[config.mk]
export PLATFORM = sky130hd
export DESIGN_NAME = pulse_sequencer
export DESIGN_NICKNAME = d
export VERILOG_FILES = /design/src/rtl/pulse_sequencer.sv
export SDC_FILE = /design/constraint.sdc
export NUM_CORES = 1
export LEC_CHECK = 0
export ABC_AREA = 1
export BUFFER_PORTS_ARGS = -buffer_cell sky130_fd_sc_hd__clkbuf_2
export CORE_MARGIN = 2
export CORE_UTILIZATION = 25
export CTS_CLUSTER_SIZE = 10
export DETAILED_ROUTE_END_ITERATION = 8
export HOLD_SLACK_MARGIN = 0.03
export PLACE_DENSITY_LB_ADDON = 0.3
export SYNTH_ARGS = -nofsm -noshare
export SYNTH_HDL_FRONTEND = slang
export SYNTH_SLANG_ARGS = --single-unit
[constraint.sdc]
create_clock -name clk -period 15 [get_ports clk]
set_clock_uncertainty 0.05 [all_clocks]
set_input_delay 1.5 -clock clk [delete_from_list [all_inputs] [get_ports clk]]
set_output_delay 1.5 -clock clk [all_outputs]
set_load 0.05 [all_outputs]
[src/rtl/pulse_sequencer.sv]
// pulse_sequencer
//   Programmable trapezoid envelope generator. After a start pulse it plays
//   DELAY once, then loops RISE -> HIGH -> FALL -> LOW, producing an amplitude
//   code per cycle for the downstream DAC / current-source stage.
//   Configuration arrives through a one-entry shadow register (valid/ready)
//   and is copied into the active set only while idle or on the last cycle of
//   a period, so a period in flight never changes shape.
//
// Optional feature (compile-time macro PULSE_SEQ_BURST_EN):
//   adds input cfg_bursts. After that many periods the sequencer parks in
//   DONE (phase 6). cfg_bursts = 0 means run until stop.
//
// Ports
//   clk, rst            clock, synchronous active-high reset
//   start, stop         one-cycle control pulses
//   cfg_valid/cfg_ready configuration handshake
//   cfg_td..cfg_tl      phase lengths in cycles (0 skips the phase)
//   cfg_amp             plateau level
//   cfg_rstep/cfg_fstep per-cycle rise / fall increments
//   cfg_bursts          period count before DONE (burst build only)
//   level               envelope code
//   phase               0 IDLE,1 DELAY,2 RISE,3 HIGH,4 FALL,5 LOW,6 DONE
//   busy                phase is DELAY..LOW
//   period_strobe       high on the last cycle of every period
//
// Handshake: a configuration word is taken on any rising edge where
//   cfg_valid && cfg_ready; cfg_valid may be held or dropped freely while
//   cfg_ready is low, and the word is ignored in that case.
module pulse_sequencer #(
  parameter int TW = 16,
  parameter int AW = 12
) (
  input  logic          clk,
  input  logic          rst,
  input  logic          start,
  input  logic          stop,
  input  logic          cfg_valid,
  output logic          cfg_ready,
  input  logic [TW-1:0] cfg_td,
  input  logic [TW-1:0] cfg_tr,
  input  logic [TW-1:0] cfg_th,
  input  logic [TW-1:0] cfg_tf,
  input  logic [TW-1:0] cfg_tl,
`ifdef PULSE_SEQ_BURST_EN
  input  logic [TW-1:0] cfg_bursts,
`endif
  input  logic [AW-1:0] cfg_amp,
  input  logic [AW-1:0] cfg_rstep,
  input  logic [AW-1:0] cfg_fstep,
  output logic [AW-1:0] level,
  output logic [2:0]    phase,
  output logic          busy,
  output logic          period_strobe
);

  localparam logic [2:0] PH_IDLE  = 3'd0;
  localparam logic [2:0] PH_DELAY = 3'd1;
  localparam logic [2:0] PH_RISE  = 3'd2;
  localparam logic [2:0] PH_HIGH  = 3'd3;
  localparam logic [2:0] PH_FALL  = 3'd4;
  localparam logic [2:0] PH_LOW   = 3'd5;
  localparam logic [2:0] PH_DONE  = 3'd6;

  typedef struct packed {
    logic [TW-1:0] td;
    logic [TW-1:0] tr;
    logic [TW-1:0] th;
    logic [TW-1:0] tf;
    logic [TW-1:0] tl;
`ifdef PULSE_SEQ_BURST_EN
    logic [TW-1:0] bursts;
`endif
    logic [AW-1:0] amp;
    logic [AW-1:0] rstep;
    logic [AW-1:0] fstep;
  } cfg_t;

  // Length of a phase; an all-zero loop collapses to a one-cycle HIGH so the
  // period is never empty.
  function automatic logic [TW-1:0] phase_len(input logic [2:0] p, input cfg_t c);
    logic all_zero;
    all_zero = (c.tr == '0) && (c.th == '0) && (c.tf == '0) && (c.tl == '0);
    case (p)
      PH_DELAY: phase_len = c.td;
      PH_RISE:  phase_len = c.tr;
      PH_HIGH:  phase_len = all_zero ? TW'(1) : c.th;
      PH_FALL:  phase_len = c.tf;
      PH_LOW:   phase_len = c.tl;
      default:  phase_len = '0;
    endcase
  endfunction

  // First loop phase at or after p with a nonzero length.
  function automatic logic [2:0] first_loop_from(input logic [2:0] p, input cfg_t c);
    first_loop_from = PH_LOW;
    for (int i = 5; i >= 2; i--) begin
      if ((3'(i) >= p) && (phase_len(3'(i), c) != '0)) first_loop_from = 3'(i);
    end
  endfunction

  // True when every loop phase after p is skipped, i.e. p closes the period.
  function automatic logic is_last(input logic [2:0] p, input cfg_t c);
    is_last = 1'b1;
    for (int i = 2; i <= 5; i++) begin
      if ((3'(i) > p) && (phase_len(3'(i), c) != '0)) is_last = 1'b0;
    end
  endfunction

  // Saturating helpers: one extra bit catches overflow / borrow.
  function automatic logic [AW-1:0] sat_add(input logic [AW-1:0] a, input logic [AW-1:0] b,
                                            input logic [AW-1:0] cap);
    logic [AW:0] sum;
    sum = {1'b0, a} + {1'b0, b};
    sat_add = (sum > {1'b0, cap}) ? cap : sum[AW-1:0];
  endfunction

  function automatic logic [AW-1:0] sat_sub(input logic [AW-1:0] a, input logic [AW-1:0] b);
    logic [AW:0] diff;
    diff = {1'b0, a} - {1'b0, b};
    sat_sub = diff[AW] ? '0 : diff[AW-1:0];
  endfunction

  // Level on the first cycle of a phase (RISE j=1, FALL j=1).
  function automatic logic [AW-1:0] entry_level(input logic [2:0] p, input cfg_t c);
    case (p)
      PH_RISE: entry_level = sat_add('0, c.rstep, c.amp);
      PH_HIGH: entry_level = c.amp;
      PH_FALL: entry_level = sat_sub(c.amp, c.fstep);
      default: entry_level = '0;
    endcase
  endfunction

  logic [2:0]    phase_q, phase_d;
  logic [TW-1:0] cnt_q, cnt_d;
  logic [AW-1:0] level_q, level_d;
  logic          stop_pend_q, stop_pend_d;
  logic          shadow_full_q, shadow_full_d;
  cfg_t          active_q, active_d;
  cfg_t          shadow_q, shadow_d;
`ifdef PULSE_SEQ_BURST_EN
  logic [TW-1:0] burst_cnt_q, burst_cnt_d;
`endif

  cfg_t          cfg_in;
  cfg_t          cfg_n;
  logic          cfg_xfer;
  logic          copy_en;
  logic          loop_phase;
  logic          phase_end;
  logic          burst_hit;
  logic [2:0]    nxt;

  always_comb begin
    cfg_in.td    = cfg_td;
    cfg_in.tr    = cfg_tr;
    cfg_in.th    = cfg_th;
    cfg_in.tf    = cfg_tf;
    cfg_in.tl    = cfg_tl;
`ifdef PULSE_SEQ_BURST_EN
    cfg_in.bursts = cfg_bursts;
`endif
    cfg_in.amp   = cfg_amp;
    cfg_in.rstep = cfg_rstep;
    cfg_in.fstep = cfg_fstep;
  end

  // State register.
  always_ff @(posedge clk) begin
    if (rst) begin
      phase_q       <= PH_IDLE;
      cnt_q         <= '0;
      level_q       <= '0;
      stop_pend_q   <= 1'b0;
      shadow_full_q <= 1'b0;
      active_q      <= '0;
      shadow_q      <= '0;
`ifdef PULSE_SEQ_BURST_EN
      burst_cnt_q   <= '0;
`endif
    end else begin
      phase_q       <= phase_d;
      cnt_q         <= cnt_d;
      level_q       <= level_d;
      stop_pend_q   <= stop_pend_d;
      shadow_full_q <= shadow_full_d;
      active_q      <= active_d;
      shadow_q      <= shadow_d;
`ifdef PULSE_SEQ_BURST_EN
      burst_cnt_q   <= burst_cnt_d;
`endif
    end
  end

  // Next-state logic. Transitions out of the strobe cycle (and out of
  // IDLE/DONE) see the configuration that is being copied this cycle, so a
  // new word takes effect on the very next cycle.
  always_comb begin
    cfg_n         = copy_en ? shadow_q : active_q;
    active_d      = cfg_n;
    shadow_d      = cfg_xfer ? cfg_in : shadow_q;
    shadow_full_d = cfg_xfer | (shadow_full_q & ~copy_en);
    phase_d       = phase_q;
    cnt_d         = cnt_q;
    level_d       = level_q;
    stop_pend_d   = stop_pend_q | (busy & stop);
    burst_hit     = 1'b0;
    nxt           = PH_IDLE;
`ifdef PULSE_SEQ_BURST_EN
    burst_cnt_d   = burst_cnt_q;
`endif
    case (phase_q)
      PH_IDLE, PH_DONE: begin
        // start wins over a simultaneous stop, which is simply dropped.
        if (start) begin
          stop_pend_d = 1'b0;
          cnt_d       = '0;
`ifdef PULSE_SEQ_BURST_EN
          burst_cnt_d = '0;
`endif
          nxt         = (cfg_n.td != '0) ? PH_DELAY : first_loop_from(PH_RISE, cfg_n);
          phase_d     = nxt;
          level_d     = entry_level(nxt, cfg_n);
        end
      end
      PH_DELAY: begin
        if (phase_end) begin
          cnt_d   = '0;
          nxt     = first_loop_from(PH_RISE, active_q);
          phase_d = nxt;
          level_d = entry_level(nxt, active_q);
        end else begin
          cnt_d = cnt_q + TW'(1);
        end
      end
      PH_RISE, PH_HIGH, PH_FALL, PH_LOW: begin
        if (phase_end) begin
          cnt_d = '0;
          if (period_strobe) begin
`ifdef PULSE_SEQ_BURST_EN
            burst_cnt_d = burst_cnt_q + TW'(1);
            burst_hit   = (active_q.bursts != '0) && (burst_cnt_d == active_q.bursts);
`endif
            if (stop_pend_q | stop) begin
              phase_d     = PH_IDLE;
              level_d     = '0;
              stop_pend_d = 1'b0;
            end else if (burst_hit) begin
              phase_d     = PH_DONE;
              level_d     = '0;
            end else begin
              nxt     = first_loop_from(PH_RISE, cfg_n);
              phase_d = nxt;
              level_d = entry_level(nxt, cfg_n);
            end
          end else begin
            nxt     = first_loop_from(phase_q + 3'd1, active_q);
            phase_d = nxt;
            level_d = entry_level(nxt, active_q);
          end
        end else begin
          cnt_d = cnt_q + TW'(1);
          if (phase_q == PH_RISE) level_d = sat_add(level_q, active_q.rstep, active_q.amp);
          else if (phase_q == PH_FALL) level_d = sat_sub(level_q, active_q.fstep);
        end
      end
      default: begin
        phase_d = PH_IDLE;
        cnt_d   = '0;
        level_d = '0;
      end
    endcase
  end

  // Outputs and per-cycle status decodes.
  always_comb begin
    phase         = phase_q;
    level         = level_q;
    cfg_ready     = ~shadow_full_q;
    cfg_xfer      = cfg_valid & ~shadow_full_q;
    busy          = (phase_q >= PH_DELAY) && (phase_q <= PH_LOW);
    loop_phase    = (phase_q >= PH_RISE) && (phase_q <= PH_LOW);
    phase_end     = (cnt_q == (phase_len(phase_q, active_q) - TW'(1)));
    period_strobe = loop_phase && phase_end && is_last(phase_q, active_q);
    copy_en       = shadow_full_q &&
                    ((phase_q == PH_IDLE) || (phase_q == PH_DONE) || period_strobe);
  end

endmodule

### Word level (Yosys, flattened, before mapping)

Index checks and enable logic that the tools add are counted.

* word-level logic and storage cells: 220
* output and inout bits: 18
* bits in registers: 265
* bits of input ports: 121

* $add $sub $neg: 7
* bitwise gates (word level): 8
* muxes and demuxes: 97
* reduce and logical (&&, ||, !) cells: 51
* order comparisons: 13
* equality and inequality tests: 23

Operators with widths (count)
* two-way mux 16 bit: 37
* nonzero test 16 bit: 17
* case mux 12 bit (3 select lines): 5
* two-way mux 12 bit: 13
* zero test 16 bit: 8
* two-way mux 116 bit: 1
* case mux 16 bit (5 select lines): 1
* two-way mux 3 bit: 25
* subtractor 12 x 12 -> 13 bit: 3
* case mux 16 bit (2 select lines): 1
* == test 3 x 2 -> 1 bit, second input constant: 10
* greater-than comparator 12 bit: 2
* == test 3 bit, second input constant: 7
* logical AND 1 bit: 18
* adder 16 x 1 -> 16 bit, second input constant: 1
* == test 16 bit: 1
* subtractor 16 x 1 -> 16 bit, second input constant: 1
* adder 12 x 12 -> 13 bit: 1
* greater-than comparator 13 x 12 -> 1 bit: 1
* two-way mux 1 bit: 12
* case mux 3 bit (3 select lines): 1
* greater-or-equal comparator 2 x 3 -> 1 bit, first input constant: 2
* greater-than comparator 2 x 3 -> 1 bit, first input constant: 2
* greater-than comparator 3 bit, first input constant: 2
* other kinds (18): 27

### Depth between registers and ports, before layout

Gate-level depths: netlist of the first run.

* word-level depth: 36
* gate-level depth with buffers: 62
* mapped depth without buffers: 57

### Worst setup path before layout of the first run

No wires, ideal clock.

* path kind: register to register
* start point: register phase_q[1], in the netlist phase[1]
* end point: register level_q[5], in the netlist level[5]
* arrival time: 7.392 ns
* period minus slack after synthesis: 7.561 ns
* path buffers: 7
* library setup time: 0.120 ns
* slack: 7.439 ns
* data required time: 14.830 ns
* cell stages (with the launch flop): 60
* cells stage by stage: dfxtp_1 inv_1 ha_1 inv_1 nor2_8 inv_2 nor2_1 a211oi_1 nand2_1 nand2_1 buf_2 ha_1 nand3_1 nor2_4 nand2_1 o21bai_1 nand2_1 nand4_1 [24 not listed] nor2_1 o21ai_0 nand2_1 nand2_1 inv_1 o21a_1 nor2_1 inv_1 o21ai_0 a21oi_1 nand3_1 nand3_1 nand2_1 nand2_1 nand2_1 nand3_1 nand2_1 a21oi_1

RTL lines
* start, declared: line 133 `logic [2:0] phase_q, phase_d;`
* start signal, assigned: line 181 `phase_q <= phase_d;`
* end signal, assigned: line 183 `level_q <= level_d;`
* end, declared: line 135 `logic [AW-1:0] level_q, level_d;`

==> results.sh, run 1 <==
export IMPL_syn_cell_area_um2=17600
export IMPL_die_width_um=269
export IMPL_cts_tree="built"
export IMPL_clk_transition_reported_paths_ns=0.06
export IMPL_min_period_ns=9.12
export IMPL_stdcell_count=3801
export IMPL_crit_path_max_incr_delay_ns=0.77
export IMPL_status="finished, final reports clean"
export IMPL_cap_violations=0
export IMPL_io_buffers=138
export IMPL_grt_usage=0.167
export IMPL_total_leakage_power_nw=9.61
export IMPL_pin_count=139
export IMPL_die_area_um2=72500
export IMPL_coreArea_um2=69900
export IMPL_slew_violations=0
export IMPL_final_setup_viol_count=0
export IMPL_path_max_fanout=70
export IMPL_wl_met2_mm=26.9
export IMPL_synthesis_nets=3010
export IMPL_post_route_drc_count=0
export IMPL_cts_root_buf="clkbuf_16"
export IMPL_grt_overflow=0
export IMPL_setup_tns_final_ns=0
export IMPL_met1_length_mm=30.9
export IMPL_start_util=0.252
export IMPL_setup_ws_ns=5.88
export IMPL_drtIter0Drc=1543
export IMPL_place_hpwl_mm=48.1
export IMPL_wl_mm=62.2
export IMPL_netlist_instances=2784
export IMPL_top_layer_used="met4"
export IMPL_powerDensity_nw_per_um2=203
export IMPL_async_reset_ff_frac=0
export IMPL_r2r_cells=49
export IMPL_clkLatencyLatePin_ns=0.55
export IMPL_fp_row_count=97
export IMPL_clockBufferDepth=3
export IMPL_hp_class="reg -> reg"
export IMPL_critPathTopFamily="simple AND/OR/NAND/NOR gates"
export IMPL_max_slew_margin=0.364
export IMPL_ant_nets=0
export IMPL_p_total_mw=4.05
export IMPL_cts_htree_levels=2
export IMPL_stdcell_area_um2=20000
export IMPL_vias_per_cell=4.64
export IMPL_utilization=0.286
export IMPL_min_from="shadow_q[61]$_SDFFE_PP0P_"
export IMPL_critPathBufInv=9
export IMPL_swShare=0.509
export IMPL_pre_cts_ws_ns=5.94
export IMPL_hold_buffers=0
export IMPL_finalNetCount=3072
export IMPL_power_frac_clock=0.195
export IMPL_postCtsResizedCells=0
export IMPL_crit_path_top_delay_cell="dfxtp_1"
export IMPL_worst_path_stages=49
export IMPL_ys_flop_type="dfxtp_1"
export IMPL_crit_path_start="phase[0]$_SDFFE_PP0P_"
export IMPL_wl_met3_mm=3.27
export IMPL_gp_congestion=0.906
export IMPL_r2r_start="phase[0]$_SDFFE_PP0P_"
export IMPL_grt_first_pass_wirelength_mm=96.1
export IMPL_switchingPower_mw=2.06
export IMPL_synth_cell_types=56
export IMPL_rsz0062_at_grt="no"
export IMPL_intPower_mw=1.99
export IMPL_fin_hold_ws_ns=0.402
export IMPL_postPlaceCellArea_um2=18900
export IMPL_wl_per_cell_um=16.4
export IMPL_worst_pin_slew_ns=0.943
export IMPL_dp_cells=3749
export IMPL_drt_first_pass_iters=5
export IMPL_r2r_end="level[4]$_SDFFE_PP0P_"
export IMPL_cts_inserted_buffers=35
export IMPL_share_seq_of_total_power=0.234
export IMPL_cts_setup_buffers=0
export IMPL_max_freq_mhz=110
export IMPL_required_ns=15.34
export IMPL_crit_path_end="level[4]$_SDFFE_PP0P_"
export IMPL_r2r_slack_ns=5.88
export IMPL_criticalPathCategory="reg -> reg"
export IMPL_fp_dieH_um=269
export IMPL_clock_sinks=265
export IMPL_fillers=7998
export IMPL_critPathLaunchType="flop"
export IMPL_grt_pass1_vias=16400
export IMPL_ys_seq_elements=265
export IMPL_ys_warn_count=0
export IMPL_hold_viol=0
export IMPL_syn_area_per_cell_um2=6.32
export IMPL_antenna_found_initial=1
export IMPL_yosysSeqAreaShare=0.301
export IMPL_area_growth_syn_to_layout_pct=13.5
export IMPL_num_vias=17600
export IMPL_ir_drop_mv=0.0808
export IMPL_cp_arrival_ns=9.46
export IMPL_drive_above_1_share=0.0933
export IMPL_grt_max_degree=93
export IMPL_endpoint_kind="flop"
export IMPL_n_antenna_cell=0
export IMPL_synth_edf_count=0
export IMPL_period_share=0.608
export IMPL_pwr_share_comb=0.571
cells in the final DEF (no fill, tap or decap), types with 4 or more instances in the layout:
cell / count
clkbuf_16: 35
clkinv_2: 4
nand2_1: 646
nor2_1: 442
clkbuf_1: 6
clkinv_1: 8
inv_2: 14
dfxtp_1: 264
clkbuf_8: 4
a21oi_1: 149
nand4_1: 55
nor4_1: 4
nor3_1: 18
inv_1: 319
o21bai_1: 14
or2_2: 19
clkbuf_2: 137
ha_1: 101
o21ai_1: 43
nand3_1: 172
o22ai_1: 12
o221ai_1: 16
nand3b_1: 16
fa_1: 4
nand2_4: 5
nand2_2: 5
nor2_4: 7
a31oi_1: 6
a2111oi_0: 5
xnor2_1: 11
xor2_1: 21
buf_4: 13
o21ai_0: 227
o211ai_1: 6
nor2_2: 8
a211oi_1: 9
cell type report:
cell class,count,area (um2),area share
Clock buffer,45,953,0.0477
Tap cell,940,1180,0.0589
Multi-Input combinational cell,2049,10400,0.519
Clock inverter,7,82.6,0.00413
Sequential cell,265,5310,0.266
Inverter,345,1310,0.0654
Timing Repair Buffer,150,783,0.0392
logic make-up after synthesis:
| group | Yosys count | synth area share |
|---|---|---|
| buffers and inverters | 470 | 0.110 |
| DFF | 265 | 0.301 |
| and+or+nand+nor | 1405 | 0.338 |
| adders and majority gates | 105 | 0.0763 |
| AOI/OAI and AO/OA | 506 | 0.158 |
| xor gates and xnor gates | 33 | 0.0172 |
sequential cells by signal, summed over array words and instances, names as in the netlist:
signal,flops
active_q,116
shadow_q,116
stop_pend_q,1
phase,3
shadow_full_q,1
cnt_q,16
level,12
synthesized netlist by cell type, types with 6 or more instances:
master    count  area, um2
nand2_1     646       2420
nand3b_1     16        120
o21ai_1      43        215
clkinv_1     10       37.5
inv_1       319       1200
o211ai_1      6       45.0
o21bai_1     14        105
o21ai_0     227       1140
a21oi_1     149        746
buf_4         7       52.6
o221ai_1     16        140
xnor2_1      11       96.3
inv_2        14       52.6
nor2_4        6       67.6
nor3_1       18       90.1
a31oi_1       6       37.5
ha_1        101       1260
buf_2        26        130
nor2_2        8       50.1
a211oi_1      9       67.6
dfxtp_1     265       5310
xor2_1       21        184
o22ai_1      12       75.1
nand4_1      55        344
nand3_1     172        861
buf_6        14        158
clkbuf_1     75        282
or2_2        19        119
nor2_1      443       1660
tightest hold or removal path: cells and delay by family (launching register included):
family	cells	cell delay, ns
flops	1	0.29
buf+inv	1	0.06
compound gates	1	0.05
how the worst min path moves through the flow:
stage,end,slack [ns],cells after the start
floorplan,shadow_q[101]$_SDFFE_PP0P_,0.38,2
global placement,shadow_q[72]$_SDFFE_PP0P_,0.39,2
detailed placement,shadow_q[53]$_SDFFE_PP0P_,0.40,2
CTS,shadow_q[53]$_SDFFE_PP0P_,0.41,2
global route,shadow_q[69]$_SDFFE_PP0P_,0.42,2
finish,shadow_q[61]$_SDFFE_PP0P_,0.40,2
metal layers:
layer | vias to the layer above | global-route usage
li1 | 9132 | -
met3 | 64 | 0.0228
met4 | 0 | 0.0409
met5 | - | 0
met2 | 477 | 0.260
met1 | 7949 | 0.242
power groups by stage:
stage	clock [mW]	sequential [mW]	combinational (mW)
6_report	0.788	0.949	2.31
3_3_place_gp	0	0.961	2.30
2_1_floorplan	0	0.920	1.73
4_1_cts	0.808	0.947	2.30
5_1_grt	0.836	0.960	2.63
3_5_place_dp	0	0.961	2.29
Note: power is estimated with default switching activity, not from simulation.
==> inputs of run 2 (changes only) <==
==> constraint.sdc (replaced) <==
create_clock -name clk -period 8 [get_ports clk]
set_clock_uncertainty 0.05 [all_clocks]
set_input_delay 0.8 -clock clk [delete_from_list [all_inputs] [get_ports clk]]
set_output_delay 0.8 -clock clk [all_outputs]
set_load 0.05 [all_outputs]
==> run 2 against run 1 <==
  * First-iteration DRC count is 2.2% lower
  * Total power rose by 88%
  * Fmax increased by 28%
  * Sequential cell count is the same
  * Sequential power rose by 85%
  * Routed wire length increased by 2.2%
  * Core utilization is essentially flat
  * Via count grew 1.7%
  * Register-to-register slack lost 5.0 ns
  * Sequential share of layout area is essentially flat
  * Die area is the same
  * Largest cell class unchanged
==> results.sh, run 2 (same netlist as run 1, synthesis figures left out) <==
export IMPL_status="finished, final reports clean"
export IMPL_crit_path_top_delay_cell="nor2_4"
export IMPL_min_from="shadow_q[76]$_SDFFE_PP0P_"
export IMPL_cap_violations=0
export IMPL_pin_count=139
export IMPL_final_common_cell="nand2_1"
export IMPL_min_period_ns=7.12
export IMPL_die_width_um=269
export IMPL_cts_root_buf="clkbuf_16"
export IMPL_cp_common_cell="nand2_1"
export IMPL_final_cell_mix="646 x nand2_1, 441 x nor2_1, 318 x inv_1, 263 x dfxtp_1, 227 x o21ai_0"
export IMPL_cts_tree="built"
export IMPL_n_antenna_cell=0
export IMPL_die_area_um2=72500
export IMPL_powerDensity_nw_per_um2=380
export IMPL_place_hpwl_mm=49.0
export IMPL_io_buffers=138
export IMPL_clkLatencyLatePin_ns=0.56
export IMPL_criticalPathCategory="reg -> reg"
export IMPL_antenna_found_initial=0
export IMPL_required_ns=8.42
export IMPL_final_setup_viol_count=0
export IMPL_hold_viol=0
export IMPL_cts_inserted_buffers=34
export IMPL_r2r_end="level[6]$_SDFFE_PP0P_"
export IMPL_fillers=7976
export IMPL_clock_sinks=265
export IMPL_r2r_start="phase[1]$_SDFFE_PP0P_"
export IMPL_rsz0062_at_grt="no"
export IMPL_cts_htree_levels=2
export IMPL_area_growth_syn_to_layout_pct=13.6
export IMPL_drive_above_1_share=0.0961
export IMPL_setup_tns_final_ns=0
export IMPL_clk_transition_reported_paths_ns=0.06
export IMPL_grt_overflow=0
export IMPL_coreArea_um2=69900
export IMPL_r2r_cells=50
export IMPL_critPathBufInv=9
export IMPL_fp_row_count=97
export IMPL_hp_class="reg -> reg"
export IMPL_vias_per_cell=4.71
export IMPL_ant_nets=0
export IMPL_fp_dieH_um=269
export IMPL_cp_arrival_ns=7.54
export IMPL_holdPathEnd="shadow_q[76]$_SDFFE_PP0P_"
export IMPL_max_freq_mhz=140
export IMPL_total_leakage_power_nw=9.60
export IMPL_num_vias=17900
export IMPL_wl_mm=63.5
export IMPL_crit_path_max_incr_delay_ns=0.44
export IMPL_clockBufferDepth=3
export IMPL_drtIter0Drc=1509
export IMPL_slew_violations=0
export IMPL_critPathTopFamily="simple AND/OR/NAND/NOR gates"
export IMPL_drt_first_pass_iters=6
export IMPL_max_slew_margin=0.316
export IMPL_wl_per_cell_um=16.7
export IMPL_postCtsResizedCells=0
export IMPL_holdPathStages=2
export IMPL_cts_setup_buffers=0
export IMPL_grt_max_degree=106
export IMPL_gp_congestion=0.928
export IMPL_utilization=0.286
export IMPL_ir_drop_mv=0.208
export IMPL_finalNetCount=3080
export IMPL_path_max_fanout=31
export IMPL_multiInputGateArea_um2=10400
export IMPL_critPathLaunchType="flop"
export IMPL_r2r_slack_ns=0.88
export IMPL_regArea_um2=5310
export IMPL_period_share=0.890
export IMPL_grt_usage=0.170
export IMPL_endpoint_kind="flop"
export IMPL_start_util=0.252
export IMPL_post_route_drc_count=0
export IMPL_hold_buffers=0
export IMPL_worst_pin_slew_ns=1.03
export IMPL_grt_first_pass_wirelength_mm=97.9
export IMPL_top_regs="active_q (116), shadow_q (116), cnt_q (16)"
export IMPL_grt_pass1_vias=16500
-- run 2: cell count changes in the layout (fill, tap and decap cells not counted), moves of 2 or more --
cell        delta
buf_4          +7
clkbuf_1       -4
clkbuf_8       -2
clkinv_2       -2
clkinvlp_4     +2
inv_6          -2
nor2_4         +2
-- run 2: through the flow --
step,hold WS [ns],worst slack (ns),power [mW],area [um2],instances
global route,0.420,0.0151,8.26,20000,3802
finish,0.405,0.877,7.59,20000,3802
CTS,0.406,0.551,7.55,20000,3801
global placement,0.393,0.700,6.16,19000,3757
detailed placement,0.398,0.612,6.13,19000,3757
floorplan,0.380,0.439,4.96,17600,2784
-- run 2: worst register-to-register path: cells and delay by family, from the launching register on --
family          cells  cell delay, ns
compound gates     11            1.42
xor+xnor            1            0.36
flops               1            0.32
simple gates       25            2.78
fa+ha+maj           4            0.93
buf+inv             9            1.21
-- run 2: power by group --
group,switching [mW],internal (mW),total [mW]
sequential,0.216,1.55,1.76
clock,0.607,0.787,1.39
combinational,3.09,1.34,4.43
total,3.91,3.68,7.59
-- run 2: cell type report --
class,count,share of cell area
flip-flops and latches,265,0.265
well taps,940,0.0588
clock buffers,38,0.0443
repair buffers,158,0.0424
clock inverters,6,0.00325
multi-input cells,2050,0.520
inverters,345,0.0653
-- run 2: worst max-delay path by stage --
stage,cells past startpoint,end,slack [ns],from
6_report,50,level[6]$_SDFFE_PP0P_,0.88,phase[1]$_SDFFE_PP0P_
3_5_place_dp,52,level[6]$_SDFFE_PP0P_,0.61,phase[0]$_SDFFE_PP0P_
3_3_place_gp,52,level[6]$_SDFFE_PP0P_,0.70,phase[0]$_SDFFE_PP0P_
4_1_cts,52,level[6]$_SDFFE_PP0P_,0.55,phase[0]$_SDFFE_PP0P_
2_1_floorplan,59,level[5]$_SDFFE_PP0P_,0.44,phase[1]$_SDFFE_PP0P_
5_1_grt,55,level[6]$_SDFFE_PP0P_,0.02,phase[1]$_SDFFE_PP0P_
-- run 2: layer usage --
layer | share of wire | GRT usage | vias to the layer above
li1 | - | - | 9130
met3 | 0.052 | 0.0193 | 73
met4 | 0.020 | 0.0411 | 0
met1 | 0.50 | 0.249 | 8218
met5 | 0 | 0 | -
met2 | 0.43 | 0.266 | 494
==> inputs of run 3 (changes only) <==
--- a/config.mk
+++ b/config.mk
@@ -8,7 +8,7 @@
 export ABC_AREA = 1
 export BUFFER_PORTS_ARGS = -buffer_cell sky130_fd_sc_hd__clkbuf_2
 export CORE_MARGIN = 2
-export CORE_UTILIZATION = 25
+export CORE_UTILIZATION = 30
 export CTS_CLUSTER_SIZE = 10
 export DETAILED_ROUTE_END_ITERATION = 8
 export HOLD_SLACK_MARGIN = 0.03
==> run 3 against run 2 <==
  * Global-route usage increased by 2.9 points
  * Critical path type unchanged
  * Clock power increased by 3%
  * Sequential power about the same
  * Routed wire length decreased by 2.8%
  * Final area decreased by 0.94%
  * Via count increased by 0.23%
  * Sequential cell count unchanged
==> results.sh, run 3 (same netlist as run 1, synthesis figures left out) <==
export IMPL_status="finished, final reports clean"
export IMPL_gp_congestion=0.941
export IMPL_stdcell_area_um2=19800
export IMPL_n_antenna_cell=0
export IMPL_finalNetCount=3078
export IMPL_cts_htree_levels=2
export IMPL_wl_mm=61.8
export IMPL_setup_ws_ns=0.776
export IMPL_antenna_found_initial=0
export IMPL_share_seq_of_total_power=0.230
export IMPL_power_frac_clock=0.188
export IMPL_worst_path_stages=53
export IMPL_final_common_cell="nand2_1"
export IMPL_num_vias=18000
export IMPL_path_max_fanout=32
export IMPL_clk_transition_reported_paths_ns=0.06
export IMPL_endpoint_kind="flop"
export IMPL_hold_viol=0
export IMPL_switchingPower_mw=3.92
export IMPL_total_leakage_power_nw=9.61
export IMPL_clockBufferDepth=3
export IMPL_holdPathStages=2
export IMPL_ant_nets=0
export IMPL_start_util=0.305
export IMPL_grt_max_degree=128
export IMPL_crit_path_max_incr_delay_ns=0.46
export IMPL_clock_sinks=265
export IMPL_final_cell_mix="646 x nand2_1, 441 x nor2_1, 318 x inv_1, 263 x dfxtp_1, 227 x o21ai_0"
export IMPL_setup_tns_final_ns=0
export IMPL_vias_per_cell=4.95
export IMPL_slew_violations=0
export IMPL_pin_count=139
export IMPL_drtIter0Drc=1528
export IMPL_max_freq_mhz=138
export IMPL_grt_overflow=0
export IMPL_max_slew_margin=0.227
export IMPL_grt_pass1_vias=16200
export IMPL_postPlaceCellArea_um2=18800
export IMPL_swShare=0.514
export IMPL_grt_usage=0.200
export IMPL_die_area_um2=60600
export IMPL_powerDensity_nw_per_um2=385
export IMPL_drive_above_1_share=0.0957
export IMPL_area_growth_syn_to_layout_pct=12.5
export IMPL_cap_violations=0
export IMPL_criticalPathCategory="reg -> reg"
export IMPL_fin_hold_ws_ns=0.401
export IMPL_die_width_um=246
export IMPL_required_ns=8.34
export IMPL_fp_row_count=88
export IMPL_pre_cts_ws_ns=0.541
export IMPL_clkLatencyLatePin_ns=0.55
export IMPL_io_buffers=138
export IMPL_top_regs="active_q (116), shadow_q (116), cnt_q (16)"
export IMPL_wl_per_cell_um=17.0
export IMPL_period_share=0.903
export IMPL_ir_drop_mv=0.170
export IMPL_place_hpwl_mm=47.2
export IMPL_hp_class="reg -> reg"
export IMPL_pwr_share_comb=0.582
export IMPL_r2r_slack_ns=0.78
export IMPL_crit_path_top_delay_cell="fa_1"
export IMPL_cts_inserted_buffers=34
export IMPL_worst_pin_slew_ns=1.16
export IMPL_post_route_drc_count=0
export IMPL_regArea_um2=5310
export IMPL_min_period_ns=7.22
export IMPL_cp_common_cell="nand2_1"
export IMPL_critPathLaunchType="flop"
export IMPL_fp_dieH_um=246
export IMPL_postCtsResizedCells=0
export IMPL_drt_first_pass_iters=8
export IMPL_intPower_mw=3.71
export IMPL_cts_setup_buffers=0
export IMPL_grt_first_pass_wirelength_mm=94.7
export IMPL_critPathBufInv=9
export IMPL_final_setup_viol_count=0
export IMPL_coreArea_um2=57800
export IMPL_r2r_cells=53
export IMPL_cts_tree="built"
export IMPL_cp_arrival_ns=7.56
export IMPL_cts_root_buf="clkbuf_16"
export IMPL_hold_buffers=0
export IMPL_critPathTopFamily="simple AND/OR/NAND/NOR gates"
export IMPL_fillers=6392
export IMPL_multiInputGateArea_um2=10400
==> run 3: changes by cell type in the layout (fill, tap and decap cells not counted) <==
cell / previous run / this run
bufinv_16: 0 / 1
clkinv_4: 2 / 1
clkbuf_16: 34 / 35
buf_12: 0 / 1
clkinv_8: 1 / 0
clkinv_2: 2 / 3
buf_4: 20 / 17
inv_6: 0 / 1
clkbuf_1: 2 / 3
clkbuf_8: 2 / 1
==> run 3: worst min-delay path, cell delays in order (launching register included) <==
cell and delay [ns]:
dfxtp_1 0.29, inv_1 0.06, a21oi_1 0.05
==> run 3: worst paths after layout <==
kind	startpoint	endpoint
max	phase[1]$_SDFFE_PP0P_	level[6]$_SDFFE_PP0P_
min	shadow_q[53]$_SDFFE_PP0P_	shadow_q[53]$_SDFFE_PP0P_
max reg2reg	phase[1]$_SDFFE_PP0P_	level[6]$_SDFFE_PP0P_
min reg2reg	shadow_q[53]$_SDFFE_PP0P_	shadow_q[53]$_SDFFE_PP0P_
==> run 3: cell type report <==
type | instances | area share
Multi-Input combinational cell | 2050 | 0.525
Tap cell | 765 | 0.0483
Clock buffer | 39 | 0.0455
Timing Repair Buffer | 156 | 0.0426
Clock inverter | 7 | 0.00423
Inverter | 345 | 0.0660
Sequential cell | 265 | 0.268
==> run 3: through the flow <==
stage | power (mW) | cells | utilization
4_1_cts | 7.58 | 3626 | 0.342
3_3_place_gp | 6.14 | 3580 | 0.325
3_5_place_dp | 6.12 | 3580 | 0.325
2_1_floorplan | 4.96 | 2784 | -
5_1_grt | 8.26 | 3627 | 0.343
6_report | 7.63 | 3627 | 0.343
==> run 3: metal layers <==
layer | GRT usage | up-vias | share of wire
met5 | 0 | - | 0
met4 | 0.0579 | 0 | 0.026
met3 | 0.0232 | 84 | 0.058
met2 | 0.297 | 575 | 0.42
met1 | 0.299 | 8168 | 0.50
li1 | - | 9130 | -
==> run 3: power groups by stage <==
| stage | Combinational (mW) | Sequential (mW) | Clock [mW] |
|---|---|---|---|
| after global routing | 4.98 | 1.77 | 1.51 |
| after global placement | 4.37 | 1.78 | 0 |
| after detailed placement | 4.34 | 1.78 | 0 |
| after floorplan | 3.24 | 1.72 | 0 |
| final | 4.44 | 1.75 | 1.43 |
| after CTS | 4.37 | 1.75 | 1.46 |
